### src/rtl/spi_master_ctrl_if.sv
// rtl/spi_master_ctrl_if.sv - request/response and SPI pin bundle for spi_master_ctrl
// Ports (signals):
//   start, tx_data, cs_hold, cs_release : requester -> controller
//   busy, done, rx_data                 : controller -> requester
//   SCK, MOSI, CS_n                     : controller -> SPI peripheral
//   MISO                                : SPI peripheral -> controller
// Modports: master = controller side, slave = requester/peripheral side.
interface spi_master_ctrl_if #(
    parameter int DATA_W = 8
);
    logic              start;
    logic [DATA_W-1:0] tx_data;
    logic              cs_hold;
    logic              cs_release;
    logic              busy;
    logic              done;
    logic [DATA_W-1:0] rx_data;
    logic              SCK;
    logic              MOSI;
    logic              MISO;
    logic              CS_n;

    modport master (
        input  start, tx_data, cs_hold, cs_release, MISO,
        output busy, done, rx_data, SCK, MOSI, CS_n
    );

    modport slave (
        output start, tx_data, cs_hold, cs_release, MISO,
        input  busy, done, rx_data, SCK, MOSI, CS_n
    );
endinterface

### src/rtl/spi_master_ctrl.sv
// rtl/spi_master_ctrl.sv - SPI mode-0 single-CS byte master with programmable SCK divider
// Ports:
//   clk  : system clock, rising edge
//   rst  : asynchronous active-high reset
//   bus  : spi_master_ctrl_if.master (start/tx_data/cs_hold/cs_release in,
//          busy/done/rx_data out, SCK/MOSI/CS_n out, MISO in)
// Parameters:
//   CLK_DIV : SCK half-period in clk cycles (1..255)
//   DATA_W  : bits per transfer (8)
module spi_master_ctrl #(
    parameter int CLK_DIV = 4,
    parameter int DATA_W  = 8
) (
    input  logic                  clk,
    input  logic                  rst,
    spi_master_ctrl_if.master     bus
);
    localparam int           BIT_W    = $clog2(DATA_W);
    localparam logic [7:0]   DIV_LAST = 8'(CLK_DIV - 1);
    localparam logic [BIT_W-1:0] BIT_LAST = BIT_W'(DATA_W - 1);

    typedef enum logic [1:0] {
        IDLE     = 2'd0,
        SHIFT_LO = 2'd1,
        SHIFT_HI = 2'd2,
        TAIL     = 2'd3
    } state_t;

    state_t            r_state;
    state_t            w_state_next;

    logic [7:0]        r_cnt;
    logic [BIT_W-1:0]  r_bit;
    logic [DATA_W-1:0] r_tx;
    logic [DATA_W-1:0] r_rx;
    logic [DATA_W-1:0] r_rx_data;
    logic              r_hold;
    logic              r_sck;
    logic              r_mosi;
    logic              r_cs_n;
    logic              r_busy;
    logic              r_done;

    logic              w_tick;
    logic              w_start;
    logic              w_last_bit;
    logic              w_sck_next;
    logic              w_mosi_next;
    logic              w_cs_n_next;
    logic              w_busy_next;
    logic              w_done_next;

    // w_tick marks the last clk of the current SCK half-period.
    assign w_tick     = (r_cnt == DIV_LAST);
    assign w_start    = (r_state == IDLE) && bus.start;
    assign w_last_bit = (r_bit == BIT_LAST);

    // State register
    always_ff @(posedge clk or posedge rst) begin
        if (rst) begin
            r_state <= IDLE;
        end else begin
            r_state <= w_state_next;
        end
    end

    // Next-state logic
    always_comb begin
        w_state_next = r_state;
        case (r_state)
            IDLE:     if (bus.start) w_state_next = SHIFT_LO;
            SHIFT_LO: if (w_tick)    w_state_next = SHIFT_HI;
            SHIFT_HI: if (w_tick)    w_state_next = w_last_bit ? TAIL : SHIFT_LO;
            TAIL:     if (w_tick)    w_state_next = IDLE;
            default:                 w_state_next = IDLE;
        endcase
    end

    // Output logic: next values of the registered pin/handshake outputs.
    always_comb begin
        w_sck_next  = r_sck;
        w_mosi_next = r_mosi;
        w_cs_n_next = r_cs_n;
        w_busy_next = r_busy;
        w_done_next = 1'b0;
        case (r_state)
            IDLE: begin
                // start takes priority over a coincident cs_release, so a held
                // CS_n stays low straight into the next byte.
                if (bus.start) begin
                    w_cs_n_next = 1'b0;
                    w_mosi_next = bus.tx_data[DATA_W-1];
                    w_sck_next  = 1'b0;
                    w_busy_next = 1'b1;
                end else if (bus.cs_release) begin
                    w_cs_n_next = 1'b1;
                end
            end
            SHIFT_LO: begin
                if (w_tick) w_sck_next = 1'b1;
            end
            SHIFT_HI: begin
                if (w_tick) begin
                    w_sck_next = 1'b0;
                    if (!w_last_bit) w_mosi_next = r_tx[DATA_W-2];
                end
            end
            TAIL: begin
                if (w_tick) begin
                    w_done_next = 1'b1;
                    w_busy_next = 1'b0;
                    w_cs_n_next = ~r_hold;
                end
            end
            default: begin
                w_sck_next = 1'b0;
            end
        endcase
    end

    // Datapath and registered outputs
    always_ff @(posedge clk or posedge rst) begin
        if (rst) begin
            r_cnt     <= '0;
            r_bit     <= '0;
            r_tx      <= '0;
            r_rx      <= '0;
            r_rx_data <= '0;
            r_hold    <= 1'b0;
            r_sck     <= 1'b0;
            r_mosi    <= 1'b0;
            r_cs_n    <= 1'b1;
            r_busy    <= 1'b0;
            r_done    <= 1'b0;
        end else begin
            r_sck  <= w_sck_next;
            r_mosi <= w_mosi_next;
            r_cs_n <= w_cs_n_next;
            r_busy <= w_busy_next;
            r_done <= w_done_next;

            if (r_state == IDLE || w_tick) begin
                r_cnt <= '0;
            end else begin
                r_cnt <= r_cnt + 8'd1;
            end

            case (r_state)
                IDLE: begin
                    if (w_start) begin
                        r_tx   <= bus.tx_data;
                        r_hold <= bus.cs_hold;
                        r_bit  <= '0;
                        r_rx   <= '0;
                    end else if (bus.cs_release) begin
                        r_hold <= 1'b0;
                    end
                end
                SHIFT_LO: begin
                    // MISO is sampled on the same edge that raises SCK, i.e.
                    // before the slave reacts to that rise.
                    if (w_tick) r_rx <= {r_rx[DATA_W-2:0], bus.MISO};
                end
                SHIFT_HI: begin
                    if (w_tick && !w_last_bit) begin
                        r_bit <= r_bit + BIT_W'(1);
                        r_tx  <= {r_tx[DATA_W-2:0], 1'b0};
                    end
                end
                TAIL: begin
                    if (w_tick) r_rx_data <= r_rx;
                end
                default: begin
                    r_bit <= '0;
                end
            endcase
        end
    end

    assign bus.SCK     = r_sck;
    assign bus.MOSI    = r_mosi;
    assign bus.CS_n    = r_cs_n;
    assign bus.busy    = r_busy;
    assign bus.done    = r_done;
    assign bus.rx_data = r_rx_data;
endmodule

### src/flat_wrapper.sv
// flat-port wrapper written by rule: the top's interface ports become plain ports
module spi_master_ctrl_flat 
#(
    parameter int CLK_DIV = 4,
    parameter int DATA_W  = 8
)
  (clk, rst, bus_start, bus_tx_data, bus_cs_hold, bus_cs_release, bus_MISO, bus_busy, bus_done, bus_rx_data, bus_SCK, bus_MOSI, bus_CS_n);
  spi_master_ctrl_if #(.DATA_W(DATA_W)) bus_i ();
  input  logic clk;
  input  logic rst;
  input wire logic [$bits(bus_i.start)-1:0] bus_start;
  input wire logic [$bits(bus_i.tx_data)-1:0] bus_tx_data;
  input wire logic [$bits(bus_i.cs_hold)-1:0] bus_cs_hold;
  input wire logic [$bits(bus_i.cs_release)-1:0] bus_cs_release;
  input wire logic [$bits(bus_i.MISO)-1:0] bus_MISO;
  output wire logic [$bits(bus_i.busy)-1:0] bus_busy;
  output wire logic [$bits(bus_i.done)-1:0] bus_done;
  output wire logic [$bits(bus_i.rx_data)-1:0] bus_rx_data;
  output wire logic [$bits(bus_i.SCK)-1:0] bus_SCK;
  output wire logic [$bits(bus_i.MOSI)-1:0] bus_MOSI;
  output wire logic [$bits(bus_i.CS_n)-1:0] bus_CS_n;
  assign bus_i.start = bus_start;
  assign bus_i.tx_data = bus_tx_data;
  assign bus_i.cs_hold = bus_cs_hold;
  assign bus_i.cs_release = bus_cs_release;
  assign bus_i.MISO = bus_MISO;
  assign bus_busy = bus_i.busy;
  assign bus_done = bus_i.done;
  assign bus_rx_data = bus_i.rx_data;
  assign bus_SCK = bus_i.SCK;
  assign bus_MOSI = bus_i.MOSI;
  assign bus_CS_n = bus_i.CS_n;
  spi_master_ctrl #(.CLK_DIV(CLK_DIV), .DATA_W(DATA_W)) u_core (.clk(clk), .rst(rst), .bus(bus_i));
endmodule
### config.mk
export PLATFORM = sky130hd
export DESIGN_NAME = spi_master_ctrl_flat
export DESIGN_NICKNAME = d
export VERILOG_FILES = /design/src/rtl/spi_master_ctrl_if.sv /design/src/rtl/spi_master_ctrl.sv /design/src/flat_wrapper.sv
export SDC_FILE = /design/constraint.sdc
export NUM_CORES = 1
export LEC_CHECK = 0
export CAP_MARGIN = 10
export CORE_MARGIN = 4
export CORE_UTILIZATION = 35
export CTS_BUF_LIST = sky130_fd_sc_hd__clkbuf_8 sky130_fd_sc_hd__clkbuf_16
export DETAILED_ROUTE_END_ITERATION = 16
export SYNTH_ARGS = -nofsm -noshare
export SYNTH_HDL_FRONTEND = slang
export SYNTH_SLANG_ARGS = --single-unit
### constraint.sdc
create_clock -name clk -period 1.9 [get_ports clk]
set_input_delay 0.38 -clock clk [delete_from_list [all_inputs] [get_ports clk]]
set_output_delay 0.38 -clock clk [all_outputs]
set_load 0.02 [all_outputs]
After elaboration in Yosys (flattened, before gate mapping)
Cells that the tools add are included.
- flip-flop bits (word level): 42
- bits in latches: 0
- RAM bits: 0
- memory bits (read-only): 0
- bits of input ports: 14
- output and inout port bits: 13
- word-level logic and storage cells: 81
- memories kept: 0
- $add $sub $neg: 2
- multiply operators: 0
- div/mod/pow operators: 0
- order comparisons: 0
- equal/unequal tests: 13
- shifts and indexed selects: 0
- mux-type cells: 34
- bitwise logic cells: 1
- reductions and logical operators: 19
- operator list (cell ; number):
    $mux 8 ; 3
    $pmux 8 s2 ; 1
    $mux 1 ; 14
    $mux 7 ; 2
    $pmux 7 s2 ; 1
    $reduce_and 3->1 ; 4
    $reduce_and 4->1 ; 3
    $mux 2 ; 5
    $ne 2x1->1 const B ; 5
    $add 8x1->8 const B ; 1
    $eq 8x2->1 const B ; 1
    $pmux 2 s4 ; 1
    $reduce_bool 2->1 ; 4
    $mux 3 ; 2
    $pmux 1 s2 ; 3
    $pmux 3 s2 ; 1
    $eq 2x2->1 const B ; 2
    $ne 2x2->1 const B ; 2
    $reduce_and 2->1 ; 2
    $add 3x1->3 const B ; 1
    $eq 3x3->1 const B ; 1
    $ne 3x3->1 const B ; 1
    $pmux 1 s3 ; 1
    $reduce_bool 3->1 ; 1
    6 further kinds ; 7

Logic depth before layout (Yosys ltp)
Gate-level depths: netlist (run 1).
- depth in word-level cells: 5
- depth in mapped cells: 6
- mapped depth without buffers: 5

Least setup slack after synthesis (run 1)
OpenSTA, ideal clock, no wires.
- kind: reg-to-reg
- from: register u_core.r_bit[0]
- to: register u_core.r_mosi, in the netlist u_core.bus.MOSI
- setup time: 0.125 ns
- data arrival time: 1.931 ns
- data required time: 1.775 ns
- path slack: -0.156 ns
- cell stages (with the launch flop): 6
- path buffers: 0
- clock period less this slack: 2.056 ns
- path through: dfrtp_1 ha_1 ha_1 or3b_2 o31ai_4 mux2_2
- word-level cells in the longest chain between the ends: 3
- ends and longest elaborated chain (what ; line ; RTL):
    from (decl) ; spi_master_ctrl.sv:33 ; logic [BIT_W-1:0] r_bit;
    from (signal assigned) ; spi_master_ctrl.sv:166 ; r_bit <= r_bit + BIT_W'(1);
    $eq 3x3->1 ; spi_master_ctrl.sv:56 ; assign w_last_bit = (r_bit == BIT_LAST);
    $ne 2x2->1 (no line) ; n/a ;
    $reduce_and 4->1 (no line) ; n/a ;
    to (signal assigned) ; spi_master_ctrl.sv:137 ; r_mosi <= w_mosi_next;
    to (decl) ; spi_master_ctrl.sv:39 ; logic r_mosi;
No other way between the ends.
A chain may end at the register's enable or synchronous reset.

Worst setup path after layout (run 1)
- from: register u_core.r_bit[1]
- to: register u_core.r_tx[2]
- word-level cells in the longest chain between the ends: 5
- ends and longest elaborated chain (what ; line ; RTL):
    $eq 3x3->1 ; spi_master_ctrl.sv:56 ;
    $logic_not 1->1 ; n/a ;
    $logic_and 1x1->1 ; spi_master_ctrl.sv:165 ; if (w_tick && !w_last_bit) begin
    $ne 2x1->1 (no line) ; n/a ;
    $reduce_and 3->1 (no line) ; n/a ;
    to (signal assigned) ; spi_master_ctrl.sv:151 ; r_tx <= bus.tx_data;
    to (signal assigned) ; spi_master_ctrl.sv:167 ; r_tx <= {r_tx[DATA_W-2:0], 1'b0};
    to (decl) ; spi_master_ctrl.sv:34 ; logic [DATA_W-1:0] r_tx;
No other way between the ends.

==> qor.txt, run 1 <==
GPL Wtd Cong - 0.818
Worst Path Arrival - 2.16 ns
Vias in the first global route - 1510
TritonCTS Buffers - 5
I/O pin total - 27
Synthesized area - 1930 µm²
Fill count - 457
Peak VDD IR - 589 µV
Slew Viols, Final - 0
Core Box Area - 5240 µm²
Iteration-0 DRC count of the detailed router - 71
Actual slew at the worst max-slew pin - 0.419 ns
Later-pin clock latency in the skew report - 0.29 ns
Top-area cell type share of the netlist area - 53.2%
Number of synthesized register bits - 42
Final ANT Viol Nets - 0
Largest net degree at the start of global routing - 43
Reg clk slew, reported paths - 0.08 ns
DRT Pass-1 Iters - 3
Fraction of registers with async set/reset - 100%
H-Tree Depth - 2
Site row count - 26
R2R cell count - 6
Clock buffer depth - 2
Post-route setup slack - -0.0835 ns
EDFF count, synth - 0
Setup CP Type - flop to flop
Total GRT Usage - 13.8%
Final min period - 1.98 ns
GR Overflow Total - 0
Cell count after synthesis - 162
CTS tree - built
Synth top area cells - dfrtp_1, mux2_2, mux2i_1, inv_1, nand2_1
Fin nets - 234
Ant. Diodes - 0
Final HPWL DP - 3060 µm
Initial core utilization - 36.8%
Synth warn - 0
Synth area leader - dfrtp_1
Hold Fails Final Rpt - 0
Outcome - finished with violations
CP startpoint kind - flop
Slew HR - 72.0%
Final setup viols - 9
Final period utilization - 104%
Global-route wire length before repair - 7110 µm
Initial antenna violation count - 0
Clk sinks - 42
Die height - 82.2 µm
# DRC - 0
Min Hold Slack - 0.428 ns
Routed wire length - 4220 µm
Worst setup EP type - flop
Via/cell ratio - 4.86
WHS Path Cells - 1
Horiz. Die Dim - 82.2 µm
WL per Instance - 14.6 µm
Placed cell area - 2550 µm²
Layout area overhead - 38.5%
MaxCap Viol Count - 0
Root buf cell - clkbuf_8
Failing checks - negative setup slack
Mapped Nets - 179
Die area - 6760 µm²
Top FF cell, synth - dfrtp_1
RSZ-0062 raised after global routing - true
Hold crit path type - flop to flop
Fmax - 0.504 GHz
DR vias - 1400
Hold Buf Count CTS - 0
Fraction of layout cells with a size suffix above 1 - 29.8%
Critical path peak fanout - 7
Final Instance Area - 2670 µm²
Pwr/cell area - 1510 nW/µm²
Worst EP required - 2.07 ns
Seq/Total Area, Yosys - 54.5%
Leak - 1.23 nW
Avg Cell Area, Syn - 11.9 µm²
Clock Skew - 0.00910 ns
Port bufs - 26
Post-synth cell types - 35
worst max-delay path: stages, from the launching register on:
cell and delay (ns):
dfrtp_1 0.40, ha_2 0.20, ha_4 0.16, or3b_4 0.39, o31ai_4 0.25, buf_12 0.17, mux2_4 0.30
cell usage after synthesis (all sizes together), types with 2 or more instances:
master and instances:
mux2 22, clkbuf 4, or3b 2, dfrtp 41, nor4 2, nand4 2
or3 5, a21oi 5, mux2i 12, nor2 6, a31oi 2, o21ai 5
nand2 13, nor3 2, nand3 4, buf 2, xor2 2, ha 3
inv 14
metal layers:
layer	global-route usage (%)	part of all wire (%)	vias to the layer above	routed length, µm
li1	-	-	671	-
met1	17.4	45	696	1900
met2	23.0	49	25	2090
met3	3.90	4.1	8	173
met4	4.15	1.4	0	59
met5	0	0	-	0
cell type report:
type	instances	area (µm²)	share of cell area, %
Timing Repair Buffer	54	508	19.0
Tap cell	70	87.6	3.28
Sequential cell	42	1050	39.4
Clock inverter	2	7.51	0.281
Clock buffer	6	82.6	3.09
Inverter	15	56.3	2.11
Multi-Input combinational cell	99	877	32.8
repair_timing:
item,CTS,global route
resized for setup,0,1
pin swaps,1,0
endpoints found under the setup margin,10,18
setup buffers,1,4
cells in the final DEF (no fill, tap or decap), types with 2 or more instances in the layout:
cell type         n
nor2_1            6
ha_4              2
a31oi_1           2
a21oi_1           5
nand3_1           4
or3_1             5
dfrtp_1          41
clkbuf_8          6
buf_4            25
buf_12            3
nand4_1           2
xor2_1            2
o21ai_0           5
mux2_2            7
nor3_1            2
inv_1            16
mux2i_1          12
clkdlybuf4s50_1  26
nand2_1          13
mux2_4           15
where the power goes:
part / switching [mW] / internal, mW
logic: 0.865 / 1.06
clock network: 0.280 / 0.286
registers: 0.260 / 1.28
total: 1.41 / 2.62
per-stage QoR:
step	utilization (%)	setup slack, ns	power (mW)	TNS (ns)	cells
2_1_floorplan	-	-0.147	2.68	-1.05	162
3_3_place_gp	48.6	-0.131	3.35	-0.932	276
3_5_place_dp	48.6	-0.172	3.45	-1.19	276
4_1_cts	50.5	-0.0737	4.04	-0.532	285
5_1_grt	51.0	-0.124	4.31	-1.08	288
6_report	51.0	-0.0835	4.03	-0.555	288
flip-flops by register name, indices dropped and copies added, names as in the netlist, 2 cells and up:
name / count
u_core.bus.rx_data: 8
u_core.r_cnt: 8
u_core.r_rx: 8
u_core.r_tx: 7
u_core.r_bit: 3
u_core.r_state: 2
cells by family after synthesis:
group / Yosys count / share of synthesized area (%)
adder cells (fa/ha/maj): 3 / 1.95
flip-flops: 42 / 54.5
multiplexers: 34 / 19.1
XOR/XNOR: 3 / 1.36
AND/OR/NAND/NOR: 40 / 11.5
buffers and inverters: 21 / 4.67
AO/OA/AOI/OAI: 19 / 6.87
path summary, 6_finish.rpt:
path | from | to | slack [ns]
max | u_core.r_bit[1] | u_core.r_tx[2] | -0.08
min in group asynchronous | rst | u_core.bus.done | 0.46
min | u_core.r_hold | u_core.bus.CS_n | 0.43
max in group asynchronous | rst | u_core.bus.CS_n | 1.19
max reg2reg | u_core.r_bit[1] | u_core.r_tx[2] | -0.08
min reg2reg | u_core.r_hold | u_core.bus.CS_n | 0.43
(Power assumes the default switching activity.)
==> inputs of run 2 (changes only) <==
Settings changed: PLACE_DENSITY from default to 0.64.
==> qor.txt, run 2 (same netlist as run 1, synthesis figures left out) <==
H-Tree Depth - 2
Fill count - 478
Final Instance Area - 2690 µm²
I/O pin total - 27
Global-route wire length before repair - 6350 µm
Layout area overhead - 39.4%
Clk sinks - 42
Hold Fails Final Rpt - 0
Final min period - 1.95 ns
Routed met3 length - 145 µm
Combinational power share - 47.5%
GR Overflow Total - 0
Leak - 1.23 nW
Hold Buf Count CTS - 0
Via/cell ratio - 4.69
Max incr delay on CP - 0.39 ns
Worst reg2reg startpoint - u_core.r_bit[0]
Later-pin clock latency in the skew report - 0.29 ns
Fmax - 0.514 GHz
Final HPWL DP - 2660 µm
Initial antenna violation count - 0
RSZ-0062 raised after global routing - true
Worst EP required - 2.08 ns
Most frequent cells in the layout - dfrtp_1, clkdlybuf4s50_1, buf_4
R2R cell count - 6
Site row count - 26
CP startpoint kind - flop
Die area - 6760 µm²
Reg clk slew, reported paths - 0.08 ns
Sequential share of power - 37.5%
Net load switching power - 1.39 mW
Fraction of layout cells with a size suffix above 1 - 31.5%
Clock buffer depth - 2
Root buf cell - clkbuf_8
Max Used Layer - met4
Outcome - finished with violations
Clock power share - 15.0%
Initial core utilization - 36.8%
Final Total Pwr - 4.03 mW
Routed wire length - 3850 µm
Internal - 2.64 mW
Failing checks - negative setup slack
WHS Path Cells - 1
DP Cell Count - 277
MaxCap Viol Count - 0
R2R Path End - u_core.r_tx[1]
Post-route setup slack - -0.0473 ns
Placed cell area - 2550 µm²
TritonCTS Buffers - 5
Worst hold start - u_core.r_hold
Slew HR - 67.8%
Clock Skew - 0.00338 ns
Hold crit path type - flop to flop
Largest net degree at the start of global routing - 43
Final std cells w/o fill - 289
Total GRT Usage - 12.4%
Actual slew at the worst max-slew pin - 0.476 ns
Peak VDD IR - 532 µV
CP max-delay cell - dfrtp_1
Pwr/cell area - 1500 nW/µm²
Horiz. Die Dim - 82.2 µm
Commonest non-fill, non-tap cell in the layout - dfrtp_1
GPL Wtd Cong - 0.803
Setup CP Type - flop to flop
TNS Setup - -0.316 ns
Final setup viols - 7
Final period utilization - 102%
Die height - 82.2 µm
CTS tree - built
Ant. Diodes - 0
Fin nets - 235
Core Util, Final - 51.3%
Slew Viols, Final - 0
Wire length on met1 - 1950 µm
Worst Path Arrival - 2.13 ns
Port bufs - 26
Critical path peak fanout - 7
Iteration-0 DRC count of the detailed router - 53
WL per Instance - 13.3 µm
Vias in the first global route - 1338
Met2 WL post-DR - 1690 µm
Switching share of power - 34.5%
Reg2reg setup slack - -0.05 ns
Final ANT Viol Nets - 0
Worst Hold End - u_core.bus.CS_n
Core Box Area - 5240 µm²
DR vias - 1355
DRT Pass-1 Iters - 4
Crit path cell chain - ha_2 -> ha_4 -> or3b_4 -> o31ai_4 -> buf_12 -> mux2_4
# DRC - 0
Worst setup EP type - flop
[run 2: layout make-up]
| cell class | count | area [µm²] | area share, % |
|---|---|---|---|
| repair buffers | 55 | 515 | 19.2 |
| flip-flops and latches | 42 | 1050 | 39.1 |
| well taps | 70 | 87.6 | 3.26 |
| multi-input cells | 99 | 882 | 32.8 |
| clock inverters | 2 | 12.5 | 0.465 |
| clock buffers | 6 | 82.6 | 3.07 |
| inverters | 15 | 56.3 | 2.09 |
[run 2: metrics by stage]
stage,hold slack (ns),setup WS (ns)
after detailed placement,0.421,-0.154
final,0.430,-0.0473
after global routing,0.450,-0.107
after global placement,0.408,-0.138
after CTS,0.432,-0.0602
after floorplan,0.392,-0.147
[run 2: worst max-delay path: cells and delay by family (launching register included)]
kind | cells | cell delay [ns]
fa+ha+maj | 2 | 0.36
compound gates | 1 | 0.24
flops | 1 | 0.39
simple gates | 1 | 0.38
buf+inv | 1 | 0.17
mux | 1 | 0.29
[run 2: power groups by stage]
stage	registers [mW]	clock network [mW]	logic [mW]
global route	1.57	0.657	2.10
detailed placement	1.53	0	1.89
global placement	1.52	0	1.86
CTS	1.52	0.626	1.92
finish	1.51	0.604	1.92
floorplan	1.66	0	1.02
[run 2: worst max-delay path by stage]
stage	slack, ns	endpoint	depth (start not counted)	start
after detailed placement	-0.15	u_core.r_tx[1]	5	bus_start
final	-0.05	u_core.r_tx[1]	6	u_core.r_bit[0]
after global placement	-0.14	u_core.r_tx[2]	5	bus_start
after CTS	-0.06	u_core.r_tx[1]	5	u_core.r_cnt[1]
after floorplan	-0.15	u_core.bus.MOSI	5	u_core.r_bit[0]
after global routing	-0.11	u_core.bus.MOSI	5	u_core.r_cnt[1]
[run 2: timing repair]
action	CTS	global route
gates resized for setup	2	0
pin swaps	1	0
setup endpoints to repair	18	19
buffers inserted	2	2
[run 2: per-layer routing]
layer	vias up	GRT usage [%]
met5	-	0
met1	649	16.9
li1	677	-
met3	4	3.47
met2	25	18.9
met4	0	4.49
